==> config.mk <==
export PLATFORM = sky130hd
export DESIGN_NAME = pwm_ramp_sequencer_flat
export DESIGN_NICKNAME = d
export VERILOG_FILES = /design/src/rtl/pwm_ramp_sequencer_if.sv /design/src/rtl/pwm_ramp_sequencer.sv /design/src/flat_wrapper.sv
export SDC_FILE = /design/constraint.sdc
export NUM_CORES = 1
export LEC_CHECK = 0
export CAP_MARGIN = 20
export CORE_MARGIN = 2
export CORE_UTILIZATION = 45
export DETAILED_ROUTE_END_ITERATION = 6
export GPL_TIMING_DRIVEN = 0
export PLACE_DENSITY = 0.77
export SLEW_MARGIN = 5
export SYNTH_ARGS = -nofsm -noshare
export SYNTH_HDL_FRONTEND = slang
export SYNTH_SLANG_ARGS = --single-unit
==> constraint.sdc <==
create_clock -name clk_in -period 13.5 [get_ports clk_in]
set_clock_uncertainty 0.2 [all_clocks]
set_input_delay 2.025 -clock clk_in [delete_from_list [all_inputs] [get_ports clk_in]]
set_output_delay 2.025 -clock clk_in [all_outputs]
set_load 0.1 [all_outputs]
==> src/rtl/pwm_ramp_sequencer_if.sv <==
// Command inputs and PWM-side outputs of the duty-cycle ramp sequencer.
// The host/bench uses the master view and the sequencer uses the slave view.
interface pwm_ramp_sequencer_if #(
    parameter int COMPARE_SIZE  = 8,
    parameter int PRESCALE_SIZE = 16
);
    logic                     ena;
    logic                     load;
    logic [COMPARE_SIZE-1:0]  target_in;
    logic [COMPARE_SIZE-1:0]  step_in;
    logic [PRESCALE_SIZE-1:0] period_in;
    logic                     mode_in;
    logic [COMPARE_SIZE-1:0]  compare_out;
    logic                     wr;
    logic                     busy;
    logic                     done;

    modport master (
        output ena, load, target_in, step_in, period_in, mode_in,
        input  compare_out, wr, busy, done
    );

    modport slave (
        input  ena, load, target_in, step_in, period_in, mode_in,
        output compare_out, wr, busy, done
    );
endinterface

==> src/rtl/pwm_ramp_sequencer.sv <==
// Duty-cycle ramp generator feeding a PWM compare register: steps toward a target
// (one-shot) or bounces between 0 and the target (breathe), one step per prescaler wrap.
module pwm_ramp_sequencer #(
    parameter int COMPARE_SIZE  = 8,
    parameter int PRESCALE_SIZE = 16
) (
    input  logic                clk_in,
    input  logic                rst,
    pwm_ramp_sequencer_if.slave bus
);
    localparam int CW = COMPARE_SIZE;
    localparam int PW = PRESCALE_SIZE;

    typedef enum logic [1:0] {
        ST_IDLE = 2'd0,
        ST_UP   = 2'd1,
        ST_DOWN = 2'd2
    } state_e;

    state_e        state_q, state_d;
    logic [CW-1:0] cmp_q, cmp_d;
    logic [CW-1:0] tgt_q, tgt_d;
    logic [CW-1:0] step_q, step_d;
    logic [PW-1:0] period_q, period_d;
    logic [PW-1:0] presc_q, presc_d;
    logic          mode_q, mode_d;
    logic          pend_q, pend_d;
    logic          wr_q, wr_d;
    logic          busy_q, busy_d;
    logic          done_q, done_d;

    logic          breathe_s;
    logic          load_breathe_s;
    logic [CW-1:0] step_eff_s;
    logic [CW-1:0] floor_s;
    logic [CW:0]   sum_s;
    logic [CW:0]   diff_s;

    // Breathe with a zero target degenerates to a plain one-shot ramp.
    assign breathe_s      = mode_q && (tgt_q != {CW{1'b0}});
    assign load_breathe_s = bus.mode_in && (bus.target_in != {CW{1'b0}});
    assign step_eff_s     = (step_q == {CW{1'b0}}) ? {{(CW-1){1'b0}}, 1'b1} : step_q;
    assign floor_s        = breathe_s ? {CW{1'b0}} : tgt_q;
    assign sum_s          = {1'b0, cmp_q} + {1'b0, step_eff_s};
    assign diff_s         = {1'b0, cmp_q} - {1'b0, step_eff_s};

    // Next-state logic: load capture, prescaler, clamped stepping and wr/done generation.
    always_comb begin
        state_d  = state_q;
        cmp_d    = cmp_q;
        tgt_d    = tgt_q;
        step_d   = step_q;
        period_d = period_q;
        presc_d  = presc_q;
        mode_d   = mode_q;
        pend_d   = pend_q;
        wr_d     = 1'b0;
        done_d   = 1'b0;
        if (bus.ena) begin
            // A change recorded last cycle is strobed now, even if a load arrives.
            wr_d = pend_q;
            if (bus.load) begin
                tgt_d    = bus.target_in;
                step_d   = bus.step_in;
                period_d = bus.period_in;
                mode_d   = bus.mode_in;
                presc_d  = {PW{1'b0}};
                if (load_breathe_s) begin
                    state_d = (cmp_q < bus.target_in) ? ST_UP : ST_DOWN;
                end else if (bus.target_in > cmp_q) begin
                    state_d = ST_UP;
                end else if (bus.target_in < cmp_q) begin
                    state_d = ST_DOWN;
                end else begin
                    state_d = ST_IDLE;
                    done_d  = 1'b1;
                end
            end else begin
                case (state_q)
                    ST_UP, ST_DOWN: begin
                        if (presc_q == period_q) begin
                            presc_d = {PW{1'b0}};
                            if (state_q == ST_UP) begin
                                if (sum_s >= {1'b0, tgt_q}) begin
                                    cmp_d   = tgt_q;
                                    state_d = breathe_s ? ST_DOWN : ST_IDLE;
                                    done_d  = ~breathe_s;
                                end else begin
                                    cmp_d = sum_s[CW-1:0];
                                end
                            end else begin
                                if (diff_s[CW] || (diff_s[CW-1:0] <= floor_s)) begin
                                    cmp_d   = floor_s;
                                    state_d = breathe_s ? ST_UP : ST_IDLE;
                                    done_d  = ~breathe_s;
                                end else begin
                                    cmp_d = diff_s[CW-1:0];
                                end
                            end
                        end else begin
                            presc_d = presc_q + {{(PW-1){1'b0}}, 1'b1};
                        end
                    end
                    default: begin
                        state_d = ST_IDLE;
                        presc_d = {PW{1'b0}};
                    end
                endcase
            end
            pend_d = (cmp_d != cmp_q);
        end else begin
            pend_d = pend_q;
        end
        busy_d = (state_d != ST_IDLE);
    end

    // State and registered outputs.
    always_ff @(posedge clk_in or posedge rst) begin
        if (rst) begin
            state_q  <= ST_IDLE;
            cmp_q    <= {CW{1'b0}};
            tgt_q    <= {CW{1'b0}};
            step_q   <= {CW{1'b0}};
            period_q <= {PW{1'b0}};
            presc_q  <= {PW{1'b0}};
            mode_q   <= 1'b0;
            pend_q   <= 1'b0;
            wr_q     <= 1'b0;
            busy_q   <= 1'b0;
            done_q   <= 1'b0;
        end else begin
            state_q  <= state_d;
            cmp_q    <= cmp_d;
            tgt_q    <= tgt_d;
            step_q   <= step_d;
            period_q <= period_d;
            presc_q  <= presc_d;
            mode_q   <= mode_d;
            pend_q   <= pend_d;
            wr_q     <= wr_d;
            busy_q   <= busy_d;
            done_q   <= done_d;
        end
    end

    assign bus.compare_out = cmp_q;
    assign bus.wr          = wr_q;
    assign bus.busy        = busy_q;
    assign bus.done        = done_q;
endmodule
==> src/flat_wrapper.sv <==
// flat-port wrapper written by rule: the top's interface ports become plain ports
module pwm_ramp_sequencer_flat 
#(
    parameter int COMPARE_SIZE  = 8,
    parameter int PRESCALE_SIZE = 16
)
  (clk_in, rst, bus_ena, bus_load, bus_target_in, bus_step_in, bus_period_in, bus_mode_in, bus_compare_out, bus_wr, bus_busy, bus_done);
  pwm_ramp_sequencer_if #(.COMPARE_SIZE(COMPARE_SIZE), .PRESCALE_SIZE(PRESCALE_SIZE)) bus_i ();
  input  logic clk_in;
  input  logic rst;
  input wire logic [$bits(bus_i.ena)-1:0] bus_ena;
  input wire logic [$bits(bus_i.load)-1:0] bus_load;
  input wire logic [$bits(bus_i.target_in)-1:0] bus_target_in;
  input wire logic [$bits(bus_i.step_in)-1:0] bus_step_in;
  input wire logic [$bits(bus_i.period_in)-1:0] bus_period_in;
  input wire logic [$bits(bus_i.mode_in)-1:0] bus_mode_in;
  output wire logic [$bits(bus_i.compare_out)-1:0] bus_compare_out;
  output wire logic [$bits(bus_i.wr)-1:0] bus_wr;
  output wire logic [$bits(bus_i.busy)-1:0] bus_busy;
  output wire logic [$bits(bus_i.done)-1:0] bus_done;
  assign bus_i.ena = bus_ena;
  assign bus_i.load = bus_load;
  assign bus_i.target_in = bus_target_in;
  assign bus_i.step_in = bus_step_in;
  assign bus_i.period_in = bus_period_in;
  assign bus_i.mode_in = bus_mode_in;
  assign bus_compare_out = bus_i.compare_out;
  assign bus_wr = bus_i.wr;
  assign bus_busy = bus_i.busy;
  assign bus_done = bus_i.done;
  pwm_ramp_sequencer #(.COMPARE_SIZE(COMPARE_SIZE), .PRESCALE_SIZE(PRESCALE_SIZE)) u_core (.clk_in(clk_in), .rst(rst), .bus(bus_i));
endmodule
==> run_results.csv, run 1 <==
group,metric,value,unit
global_routing,grt.total_usage,0.2327,
yosys,synth_cell_types,62,
worst_setup_path,reg2reg_depth,19,
yosys,synth_top_cell_area_share,0.3414,
yosys,ys_top_cells_by_area,"dfrtp_1 (34%), ha_1 (11%), mux2_2 (7.8%)",
floorplan,floorplan.initialDensity,0.4682,
clock_tree,clk_pin_slew_worst_paths,70,ps
finish,insertedDiodeCount,0,
global_routing,grt_first_pass_wirelength,20340,um
worst_setup_path,worstPathBufferInverterCount,1,
timing,rsz0062_at_grt,"no",
yosys,ys_top_cells_by_count,"dfrtp_1 (63), ha_1 (42), nand2_1 (38)",
power_and_ir_drop,power.share.sequential,0.356,
power_and_ir_drop,vdd_drop_max,0.08120,mV
drt,dr.pass1.iters,5,
timing,finalSetupViolations,0,
power_and_ir_drop,leakage_dissipation,2.344,nW
worst_setup_path,arrival,5770,ps
global_routing,grt_overflow,0,
power_and_ir_drop,power_switching,0.2264,mW
worst_setup_path,worst_path_max_delay_cell,"a221oi_1",
timing,relSlewSlack,0.3474,
yosys,synth.most_common_cell,"dfrtp_1",
worst_setup_path,cp.depth,19,
global_routing,antenna_found_initial,0,
yosys,syn_area,4618,um^2
finish,nNetsFinal,637,
worst_setup_path,timing.critical_path.required,13520,ps
worst_setup_path,setup.reg_to_reg.worst_slack,7750,ps
floorplan,die_area,11090,um^2
timing,layout_min_cycle_time,5749,ps
clock_tree,cts.hold.buffers_added,0,
power_and_ir_drop,cellInternalPower,0.4006,mW
timing,final_hold_viol_count,0,
yosys,postSynth.asyncResetShare,1.000,
worst_setup_path,worst-path-max-fanout,7,
power_and_ir_drop,p_sw_frac,0.3611,
clock_tree,cts-root-buf,"clkbuf_8",
worst_setup_path,cpLargestDelayFamily,"compound AO/OA/AOI/OAI gates",
floorplan,design.portCount,48,
yosys,ys.flop_type,"dfrtp_1",
floorplan,die_width,105.3,um
clock_tree,clock_tree.buffer_depth,2,
floorplan,fp.dieH,105.3,um
global_routing,grt_start_max_net_pins,42,
power_and_ir_drop,power.combinational.fraction,0.370,
timing,finalCritPeriodShare,0.4258,
worst_hold_path,hold-path-cell-count,1,
drt,detail-route-antenna-nets,0,
clock_tree,tritoncts,"done",
clock_tree,cts_num_sinks,63,
worst_setup_path,crit_path_cell_trace,"nor4_1 > a41o_1 > ha_1 > fa_1 > nand2b_1 > a2111oi_2 > nor4_1 > or2_2 > ha_1 > nand3_1 > nor2_1 > a221oi_1 > and3_1 > buf_2 > mux2i_1 > a211oi_1 > a211o_1 > a221oi_1 > o31ai_1",
yosys,synth-seq-cells,63,
clock_tree,cts_resized,0,
drt,post_drt_wl_per_cell,17.80,um
drt,remaining_drc_errors,0,
yosys,synthesis.nets,579,
clock_tree,h-tree-depth,3,
global_routing,grt_pass1_vias,4071,
timing,max_clock_freq,174.0,MHz
drt,route.vias.total,4017,
flow_run,max_cap_check_violation_count,0,
power_and_ir_drop,power_per_cell_area,114.6,nW/um^2
drt,drt_iter0_drc,232,
finish,drive_above_1_share,0.1087,
yosys,ys_warn_count,0,
yosys,ys_seq_area_frac,0.3414,
floorplan,core,9864,um^2
floorplan,rows,36,
clock_tree,clk-insertion-delay-late,350,ps
worst_setup_path,timing_worst_setup_path_type,"flop to flop",
power_and_ir_drop,clockPowerShare,0.274,
timing,setup_total_negative_slack,0,ps
placed_design,io_buffers,46,
yosys,yosysTopAreaCell,"dfrtp_1",
yosys,synth-edff-count,0,
drt,detail_route.vias_per_cell,5.788,
worst_hold_path,holdCritPathClass,"flop to flop",
finish,areaGrowthSynthToFinish,18.50,%
worst_setup_path,worstSetupStartpointType,"flop",
worst_setup_path,critical-path-max-stage-delay,640,ps
clock_tree,buffers_inserted_during_post_cts_setup_optimization,0,
finish,finish.utilization,0.5548,
status,run_status,"complete, no violations",
placed_design,gp_routability_congestion,0.9746,
clock_tree,tritoncts.num_buffers,9,
yosys,synthesis.area_per_instance,9.273,um^2
worst_setup_path,crit_path_end_kind,"flop",
timing,timing.final.max_slew_violations,0,
finish,number_of_filler_cells_placed_in_the_layout,889,
yosys,syn-instance-count,498,
placed_design,hpwl_reported_at_the_end_of_detailed_placement,9824,um
timing,max_slew.worst_pin.slew,975.8,ps
drt,finalWirelength,12350,um
metrics by stage:
step / instances / cell area (um^2) / worst slack [ps] / hold WS (ps) / power [mW]
finish: 694 / 5473 / 7751 / 328.3 / 0.6270
global route: 694 / 5473 / 7429 / 356.7 / 0.6659
CTS: 694 / 5473 / 7855 / 333.0 / 0.6279
detailed placement: 678 / 5265 / 7890 / 316.0 / 0.4545
global placement: 677 / 5245 / 7912 / 309.1 / 0.4468
floorplan: 498 / 4618 / 8414 / 272.9 / 0.3882
final timing paths:
path | start | end
min in group asynchronous | rst | u_core.period_q[14]$_DFFE_PP0P_
hold / removal | u_core.period_q[7]$_DFFE_PP0P_ | u_core.period_q[7]$_DFFE_PP0P_
setup reg to reg | u_core.step_q[4]$_DFFE_PP0P_ | u_core.pend_q$_DFFE_PP0P_
hold reg to reg | u_core.period_q[7]$_DFFE_PP0P_ | u_core.period_q[7]$_DFFE_PP0P_
max in group asynchronous | rst | u_core.presc_q[2]$_DFFE_PP0P_
setup / recovery | u_core.step_q[4]$_DFFE_PP0P_ | u_core.pend_q$_DFFE_PP0P_
registers in the layout, summed over array words and instances (netlist names):
register	cells
u_core.bus.busy	1
u_core.bus.compare_out	8
u_core.bus.done	1
u_core.bus.wr	1
u_core.mode_q	1
u_core.pend_q	1
u_core.period_q	16
u_core.presc_q	16
u_core.state_q	2
u_core.step_q	8
u_core.tgt_q	8
power groups by stage:
| stage | Combinational (mW) | Sequential (mW) | Clock [mW] |
|---|---|---|---|
| 2_1_floorplan | 0.162 | 0.226 | 0 |
| 3_3_place_gp | 0.221 | 0.226 | 0 |
| 3_5_place_dp | 0.228 | 0.227 | 0 |
| 4_1_cts | 0.230 | 0.223 | 0.175 |
| 5_1_grt | 0.257 | 0.225 | 0.185 |
| 6_report | 0.232 | 0.223 | 0.172 |
cells by family (layout without fill, tap and decap cells):
group | after synthesis | after routing | synth area share
simple gates | 146 | 146 | 0.1585
flops | 63 | 63 | 0.3414
xor+xnor | 24 | 24 | 0.04552
compound gates | 123 | 123 | 0.1848
buf+inv | 59 | 122 | 0.05147
fa+ha+maj | 44 | 44 | 0.1225
mux | 39 | 39 | 0.09591
layer usage:
| layer | vias to the layer above | GRT usage | share of wire | wire length (um) |
|---|---|---|---|---|
| met5 | - | 0 | 0 | 0 |
| met1 | 1909 | 0.2823 | 0.42 | 5244 |
| met4 | 0 | 0.1152 | 0.044 | 544 |
| li1 | 1941 | - | - | - |
| met2 | 129 | 0.3889 | 0.48 | 5919 |
| met3 | 38 | 0.05133 | 0.052 | 643 |
layout by cell type, fill, tap and decap left out, types with 6 or more instances in the layout:
master,instances
nor4_1,7
a21o_1,9
o31ai_1,7
inv_1,36
mux2i_1,6
and3_1,9
clkbuf_8,11
nor2_1,32
nand3_1,17
dfrtp_1,63
xnor2_1,21
ha_1,42
a21oi_1,17
nand2_1,38
nand4_1,12
nor2b_1,6
nand2b_1,6
clkbuf_1,15
clkdlybuf4s50_1,46
mux2_2,32
o21ai_0,34
a211oi_1,6
area by class of cell:
type	count	area, um^2	share of cell area
Multi-Input combinational cell	376	2804	0.5123
Sequential cell	63	1577	0.2881
Inverter	38	142.6	0.02606
Buffer	21	95.09	0.01738
Tap cell	133	166.4	0.03041
Clock buffer	11	151.4	0.02766
Timing Repair Buffer	47	480.5	0.08779
Clock inverter	5	56.30	0.01029
No activity file was read; power rests on OpenSTA's default activity.
==> run 2, diff against run 1 <==
--- a/config.mk
+++ b/config.mk
@@ -10,7 +10,7 @@
 export CORE_UTILIZATION = 45
 export DETAILED_ROUTE_END_ITERATION = 6
 export GPL_TIMING_DRIVEN = 0
-export PLACE_DENSITY = 0.77
+export PLACE_DENSITY = 0.79
 export SLEW_MARGIN = 5
 export SYNTH_ARGS = -nofsm -noshare
 export SYNTH_HDL_FRONTEND = slang
==> constraint.sdc (replaced) <==
create_clock -name clk_in -period 5 [get_ports clk_in]
set_clock_uncertainty 0.2 [all_clocks]
set_input_delay 0.75 -clock clk_in [delete_from_list [all_inputs] [get_ports clk_in]]
set_output_delay 0.75 -clock clk_in [all_outputs]
set_load 0.1 [all_outputs]
==> run 2 against run 1 <==
  * The flow now finishes with violations (negative setup slack)
  * Total power grew to 2.8 times the previous value
  * Critical endpoint unchanged
  * Fmax grew 13%
  * Sequential power rose to 2.7 times the previous value
  * Final cell count increased by 1.6%
  * Critical path type unchanged
  * Highest routed layer unchanged
  * Clock power is 130% higher
  * Sequential cell count unchanged
  * Die area unchanged
  * Core utilization rose by 2.6 points
  * Clock-buffer cell count stayed put
  * Routed wire length rose by 4.2%
  * Combinational power grew to 3.3 times the previous value
  * Register-to-register slack worse by 7800 ps
==> run_results.csv, run 2 (synthesis results as in run 1) <==
group,metric,value,unit
finish,drive_above_1_share,0.1713,
global_routing,antenna_found_initial,0,
floorplan,floorplan.initialDensity,0.4682,
clock_tree,cts-root-buf,"clkbuf_8",
finish,commonest_cells_after_routing_fill_and_taps_aside,"dfrtp_1 (60), clkdlybuf4s50_1 (46), ha_1 (41), nand2_1 (38), inv_1 (35)",
finish,finish.utilization,0.5808,
worst_setup_path,worstSetupStartpointType,"flop",
placed_design,pre_cts_slack,-307.5,ps
worst_setup_path,crit_path_cell_trace,"nor4_4 > a41o_1 > buf_4 > ha_1 > fa_2 > nand2b_4 > a2111oi_4 > nor4_1 > or2_2 > ha_1 > nand3_1 > nor2_1 > a221oi_4 > and3_1 > buf_6 > mux2i_4 > a211oi_2 > a211o_1 > a221oi_2 > o31ai_1",
placed_design,io_buffers,46,
global_routing,global_route.peak_usage_layer,"met2",
global_routing,globalRouteMet1Util,0.2861,
worst_setup_path,setup.reg_to_reg.worst_slack,-80,ps
power_and_ir_drop,leakage_dissipation,2.419,nW
worst_setup_path,timing_worst_setup_path_type,"flop to flop",
timing,final.setup.worst_slack,-76.98,ps
timing,final_hold_viol_count,0,
finish,postLayoutCellArea,5729,um^2
power_and_ir_drop,clockPowerShare,0.224,
floorplan,fp.dieH,105.3,um
clock_tree,clk-insertion-delay-late,350,ps
power_and_ir_drop,power.share.sequential,0.340,
power_and_ir_drop,p_sw_frac,0.3813,
drt,post_drt_wl_per_cell,18.25,um
global_routing,gr-usage-met3,0.02907,
drt,finalWirelength,12870,um
global_routing,global_route.usage.met2,0.4115,
timing,max_clock_freq,197.0,MHz
timing,rsz0062_at_grt,"yes",
status,violated_checks,"negative setup slack",
timing,finalCritPeriodShare,1.015,
clock_tree,clk_pin_slew_worst_paths,70,ps
worst_setup_path,reg2reg_depth,20,
placed_design,gp_routability_congestion,0.9602,
finish,largest_registers,"u_core.period_q x16, u_core.presc_q x16",
floorplan,die_width,105.3,um
worst_setup_path,arrival,5100,ps
power_and_ir_drop,fin_total_pwr,1.774,mW
drt,detail-route-antenna-nets,0,
clock_tree,clock_tree.buffer_depth,2,
status,run_status,"finished with violations",
worst_setup_path,timing.critical_path.required,5020,ps
power_and_ir_drop,cellInternalPower,1.098,mW
floorplan,die_area,11090,um^2
finish,nNetsFinal,649,
clock_tree,cts_num_sinks,63,
timing,max_slew.worst_pin.slew,970.9,ps
timing,timing.final.max_slew_violations,0,
floorplan,rows,36,
floorplan,core,9864,um^2
worst_setup_path,worst_path_max_delay_cell,"dfrtp_2",
power_and_ir_drop,power_per_cell_area,309.7,nW/um^2
clock_tree,tritoncts.num_buffers,9,
drt,remaining_drc_errors,0,
placed_design,instance_area_at_placement,5268,um^2
worst_setup_path,crit_path_end_kind,"flop",
clock_tree,tritoncts,"done",
clock_tree,h-tree-depth,3,
timing,relSlewSlack,0.3507,
drt,drt_iter0_drc,259,
global_routing,grt.total_usage,0.2362,
timing,finalSetupViolations,2,
timing,layout_min_cycle_time,5077,ps
worst_hold_path,hold-path-cell-count,1,
placed_design,place.detailed.instances,678,
global_routing,grt_start_max_net_pins,42,
flow_run,max_cap_check_violation_count,0,
worst_setup_path,worst-path-max-fanout,7,
finish,mostFrequentLayoutCell,"dfrtp_1",
finish,areaGrowthSynthToFinish,24.06,%
finish,layoutNonFillerInstCount,705,
placed_design,hpwl_reported_at_the_end_of_detailed_placement,9695,um
worst_setup_path,crit_path_frequent_cell,"ha_1",
global_routing,grt_first_pass_wirelength,20580,um
drt,dr.pass1.iters,5,
floorplan,design.portCount,48,
clock_tree,cts.hold.buffers_added,0,
worst_setup_path,critical-path-max-stage-delay,430,ps
finish,insertedDiodeCount,0,
power_and_ir_drop,power_switching,0.6765,mW
power_and_ir_drop,vdd_drop_max,0.1415,mV
drt,detail_route.vias_per_cell,5.877,
power_and_ir_drop,power.combinational.fraction,0.437,
drt,route.vias.total,4143,
worst_hold_path,holdCritPathClass,"flop to flop",
global_routing,grt_pass1_vias,4137,
global_routing,grt_overflow,0,
==> run 2: cell count changes in the layout (fill, tap and decap cells not counted), moves of 3 or more <==
cell      change
a211oi_1      -5
a211oi_2      +4
buf_4        +12
dfrtp_1       -3
dfrtp_2       +3
==> run 2: path summary, 6_finish.rpt <==
path                                                start                              to
max reg2reg                  u_core.step_q[4]$_DFFE_PP0P_       u_core.pend_q$_DFFE_PP0P_
min in group asynchronous                             rst     u_core.tgt_q[0]$_DFFE_PP0P_
max in group asynchronous                             rst    u_core.step_q[4]$_DFFE_PP0P_
max                          u_core.step_q[4]$_DFFE_PP0P_       u_core.pend_q$_DFFE_PP0P_
min                        u_core.period_q[3]$_DFFE_PP0P_  u_core.period_q[3]$_DFFE_PP0P_
min reg2reg                u_core.period_q[3]$_DFFE_PP0P_  u_core.period_q[3]$_DFFE_PP0P_
==> run 2: power by group through the flow <==
stage	Sequential [mW]	Clock, mW	Combinational, mW
after floorplan	0.609	0	0.439
after global placement	0.607	0	0.602
after detailed placement	0.609	0	0.619
after CTS	0.600	0.403	0.698
after global routing	0.608	0.422	0.837
final	0.602	0.397	0.775
==> run 2: critical path: cells and delay by family (launching register included) <==
family,cells,cell delay [ps]
adder cells (fa/ha/maj),3,750
flip-flops,1,430
AND/OR/NAND/NOR,7,1200
buffers and inverters,2,280
multiplexers,1,250
AO/OA/AOI/OAI,7,1850
==> run 2: what timing repair did <==
item,4_1_cts,5_1_grt
pin swaps,10,10
gates resized for setup,21,18
setup buffers,3,9
endpoints found under the setup margin,2,3
==> run 2: area by class of cell <==
class	instances	area, um^2
plain buffers	21	110.1
flip-flops and latches	63	1580
well taps	133	166.4
multi-input cells	376	2995
fillers	894	4135
inverters	38	142.6
repair buffers	59	570.5
clock inverters	4	22.52
clock buffers	11	141.4
==> run 2: routing by layer <==
| metal | part of all wire | up-vias |
|---|---|---|
| met5 | 0 | - |
| met4 | 0.044 | 0 |
| met3 | 0.048 | 44 |
| met2 | 0.50 | 141 |
| met1 | 0.41 | 2002 |
| li1 | - | 1956 |
==> run 2: metrics by stage <==
step / hold WS [ps] / TNS, ps
global route: 347.2 / -435.4
global placement: 302.5 / -336.6
finish: 326.3 / -106.1
floorplan: 272.9 / 0
detailed placement: 315.0 / -438.1
CTS: 330.9 / -43.25
==> run 3, diff against run 2 <==
--- a/config.mk
+++ b/config.mk
@@ -10,8 +10,7 @@
 export CORE_UTILIZATION = 45
 export DETAILED_ROUTE_END_ITERATION = 6
 export GPL_TIMING_DRIVEN = 0
-export PLACE_DENSITY = 0.79
-export SLEW_MARGIN = 5
+export PLACE_DENSITY = 0.77
 export SYNTH_ARGS = -nofsm -noshare
 export SYNTH_HDL_FRONTEND = slang
 export SYNTH_SLANG_ARGS = --single-unit
==> constraint.sdc (replaced) <==
create_clock -name clk_in -period 6.4 [get_ports clk_in]
set_clock_uncertainty 0.2 [all_clocks]
set_input_delay 0.96 -clock clk_in [delete_from_list [all_inputs] [get_ports clk_in]]
set_output_delay 0.96 -clock clk_in [all_outputs]
set_load 0.1 [all_outputs]
==> run 3 against run 2 <==
  * The run now ends clean
  * Register-to-register slack improved by 710 ps
  * Largest power group unchanged
  * Largest cell class unchanged
  * Critical path type unchanged
  * Non-clock buffer count down 12
  * Final area decreased by 4.0%
  * Sequential share of layout area up 1.1 points
  * First-iteration DRC count rose by 17%
  * Clock-buffer cell count did not move
  * Core utilization fell by 2.3 points
  * Routed wire length fell by 2.9%
  * Final cell count shrank 1.6%
  * Fmax decreased by 12%
  * Via count fell by 1.4%
  * Sequential power decreased by 22%
==> run_results.csv, run 3 (synthesis results as in run 1) <==
group,metric,value,unit
status,run_status,"complete, no violations",
finish,layoutNonFillerInstCount,694,
clock_tree,h-tree-depth,3,
global_routing,grt.total_usage,0.2359,
worst_setup_path,crit_path_end_kind,"flop",
worst_setup_path,cp.depth,19,
finish,postLayoutCellArea,5503,um^2
drt,detail_route.vias_per_cell,5.883,
global_routing,grt_pass1_vias,4225,
power_and_ir_drop,power_per_cell_area,251.1,nW/um^2
clock_tree,clock_tree.buffer_depth,2,
finish,insertedDiodeCount,0,
timing,hold_ws,328.6,ps
worst_setup_path,timing_worst_setup_path_type,"flop to flop",
timing,relSlewSlack,0.3404,
clock_tree,clk_pin_slew_worst_paths,80,ps
power_and_ir_drop,fin_total_pwr,1.382,mW
timing,layout_min_cycle_time,5771,ps
global_routing,grt_first_pass_wirelength,20780,um
worst_setup_path,crit_path_cell_trace,"nor4_1 > a41o_1 > ha_1 > fa_1 > nand2b_1 > a2111oi_2 > nor4_1 > or2_2 > ha_1 > nand3_1 > nor2_1 > a221oi_1 > and3_1 > buf_2 > mux2i_1 > a211oi_1 > a211o_1 > a221oi_1 > o31ai_1",
finish,nNetsFinal,637,
finish,largest_registers,"u_core.period_q x16, u_core.presc_q x16",
clock_tree,clk-insertion-delay-late,340,ps
finish,commonest_cells_after_routing_fill_and_taps_aside,"dfrtp_1 (63), clkdlybuf4s50_1 (46), ha_1 (42), nand2_1 (38), inv_1 (36)",
timing,final_hold_viol_count,0,
flow_run,max_cap_check_violation_count,0,
timing,finalCritPeriodShare,0.9018,
worst_setup_path,reg2reg_depth,19,
placed_design,gp_routability_congestion,0.9746,
finish,finish.utilization,0.5578,
clock_tree,cts_resized,0,
placed_design,place.detailed.instances,678,
worst_setup_path,worstPathBufferInverterCount,1,
drt,drt_iter0_drc,304,
worst_hold_path,hold-path-cell-count,1,
worst_setup_path,cpLargestDelayFamily,"compound AO/OA/AOI/OAI gates",
placed_design,pre_cts_slack,759.8,ps
placed_design,io_buffers,46,
drt,detail-route-antenna-nets,0,
worst_setup_path,worstSetupStartpointType,"flop",
floorplan,die_width,105.3,um
clock_tree,cts_num_sinks,63,
power_and_ir_drop,leakage_dissipation,2.352,nW
clock_tree,cts-root-buf,"clkbuf_8",
clock_tree,buffers_inserted_during_post_cts_setup_optimization,0,
timing,max_clock_freq,173.3,MHz
drt,remaining_drc_errors,0,
timing,setup_total_negative_slack,0,ps
clock_tree,cts.hold.buffers_added,0,
worst_setup_path,arrival,5780,ps
power_and_ir_drop,vdd_drop_max,0.1969,mV
worst_setup_path,startpoint,"u_core.step_q[4]$_DFFE_PP0P_",
placed_design,hpwl_reported_at_the_end_of_detailed_placement,9779,um
floorplan,die_area,11090,um^2
drt,route.vias.total,4083,
clock_tree,tritoncts.num_buffers,9,
timing,timing.final.max_slew_violations,0,
finish,drive_above_1_share,0.1052,
global_routing,grt_start_max_net_pins,44,
drt,finalWirelength,12500,um
global_routing,antenna_found_initial,0,
timing,max_slew.worst_pin.slew,986.3,ps
global_routing,grt_overflow,0,
finish,mostFrequentLayoutCell,"dfrtp_1",
worst_setup_path,timing.critical_path.required,6410,ps
clock_tree,tritoncts,"done",
worst_setup_path,crit_reg_reg_startpoint,"u_core.step_q[4]$_DFFE_PP0P_",
floorplan,rows,36,
worst_setup_path,worst-path-max-fanout,7,
worst_setup_path,critical-path-max-stage-delay,630,ps
floorplan,floorplan.initialDensity,0.4682,
worst_setup_path,worst_path_max_delay_cell,"a221oi_1",
drt,dr.pass1.iters,5,
floorplan,core,9864,um^2
floorplan,fp.dieH,105.3,um
floorplan,design.portCount,48,
worst_hold_path,holdCritPathClass,"flop to flop",
placed_design,instance_area_at_placement,5265,um^2
timing,rsz0062_at_grt,"no",
worst_hold_path,hold_start,"u_core.period_q[7]$_DFFE_PP0P_",
timing,final.setup.worst_slack,628.7,ps
drt,post_drt_wl_per_cell,18.01,um
timing,finalSetupViolations,0,
finish,areaGrowthSynthToFinish,19.15,%
run 3: cell count changes in the layout (fill, tap and decap cells not counted), moves of 3 or more:
cell       previous run  this run
a211oi_1              1         6
a211oi_2              5         1
buf_4                12         0
bufinv_16             0         3
clkinv_2              3         0
dfrtp_1              60        63
dfrtp_2               3         0
run 3: path summary, 6_finish.rpt:
| check | to | slack, ps |
|---|---|---|
| worst min-delay path | u_core.period_q[7]$_DFFE_PP0P_ | 330 |
| worst max register to register | u_core.pend_q$_DFFE_PP0P_ | 630 |
| min in group asynchronous | u_core.period_q[5]$_DFFE_PP0P_ | 740 |
| worst max-delay path | u_core.pend_q$_DFFE_PP0P_ | 630 |
| worst min register to register | u_core.period_q[7]$_DFFE_PP0P_ | 330 |
| max in group asynchronous | u_core.bus.wr$_DFF_PP0_ | 4670 |
run 3: metal layers:
layer,part of all wire,vias up,track usage
li1,-,1935,-
met4,0.044,0,0.1238
met5,0,-,0
met3,0.052,41,0.03649
met1,0.42,1951,0.2927
met2,0.49,156,0.3945
run 3: cell type report:
cell class                      instances  area, um^2
Inverter                               38       142.6
Clock inverter                          5       106.4
Clock buffer                           11       131.4
Multi-Input combinational cell        376        2804
Sequential cell                        63        1577
Timing Repair Buffer                   47       480.5
Tap cell                              133       166.4
Fill cell                             875        4362
Buffer                                 21       95.09
run 3: report_power, final:
group,switching [mW],leakage [nW],internal [mW]
Sequential,0.0359,0.784,0.434
Combinational,0.281,1.45,0.210
Clock,0.160,0.114,0.260
Total,0.477,2.35,0.905
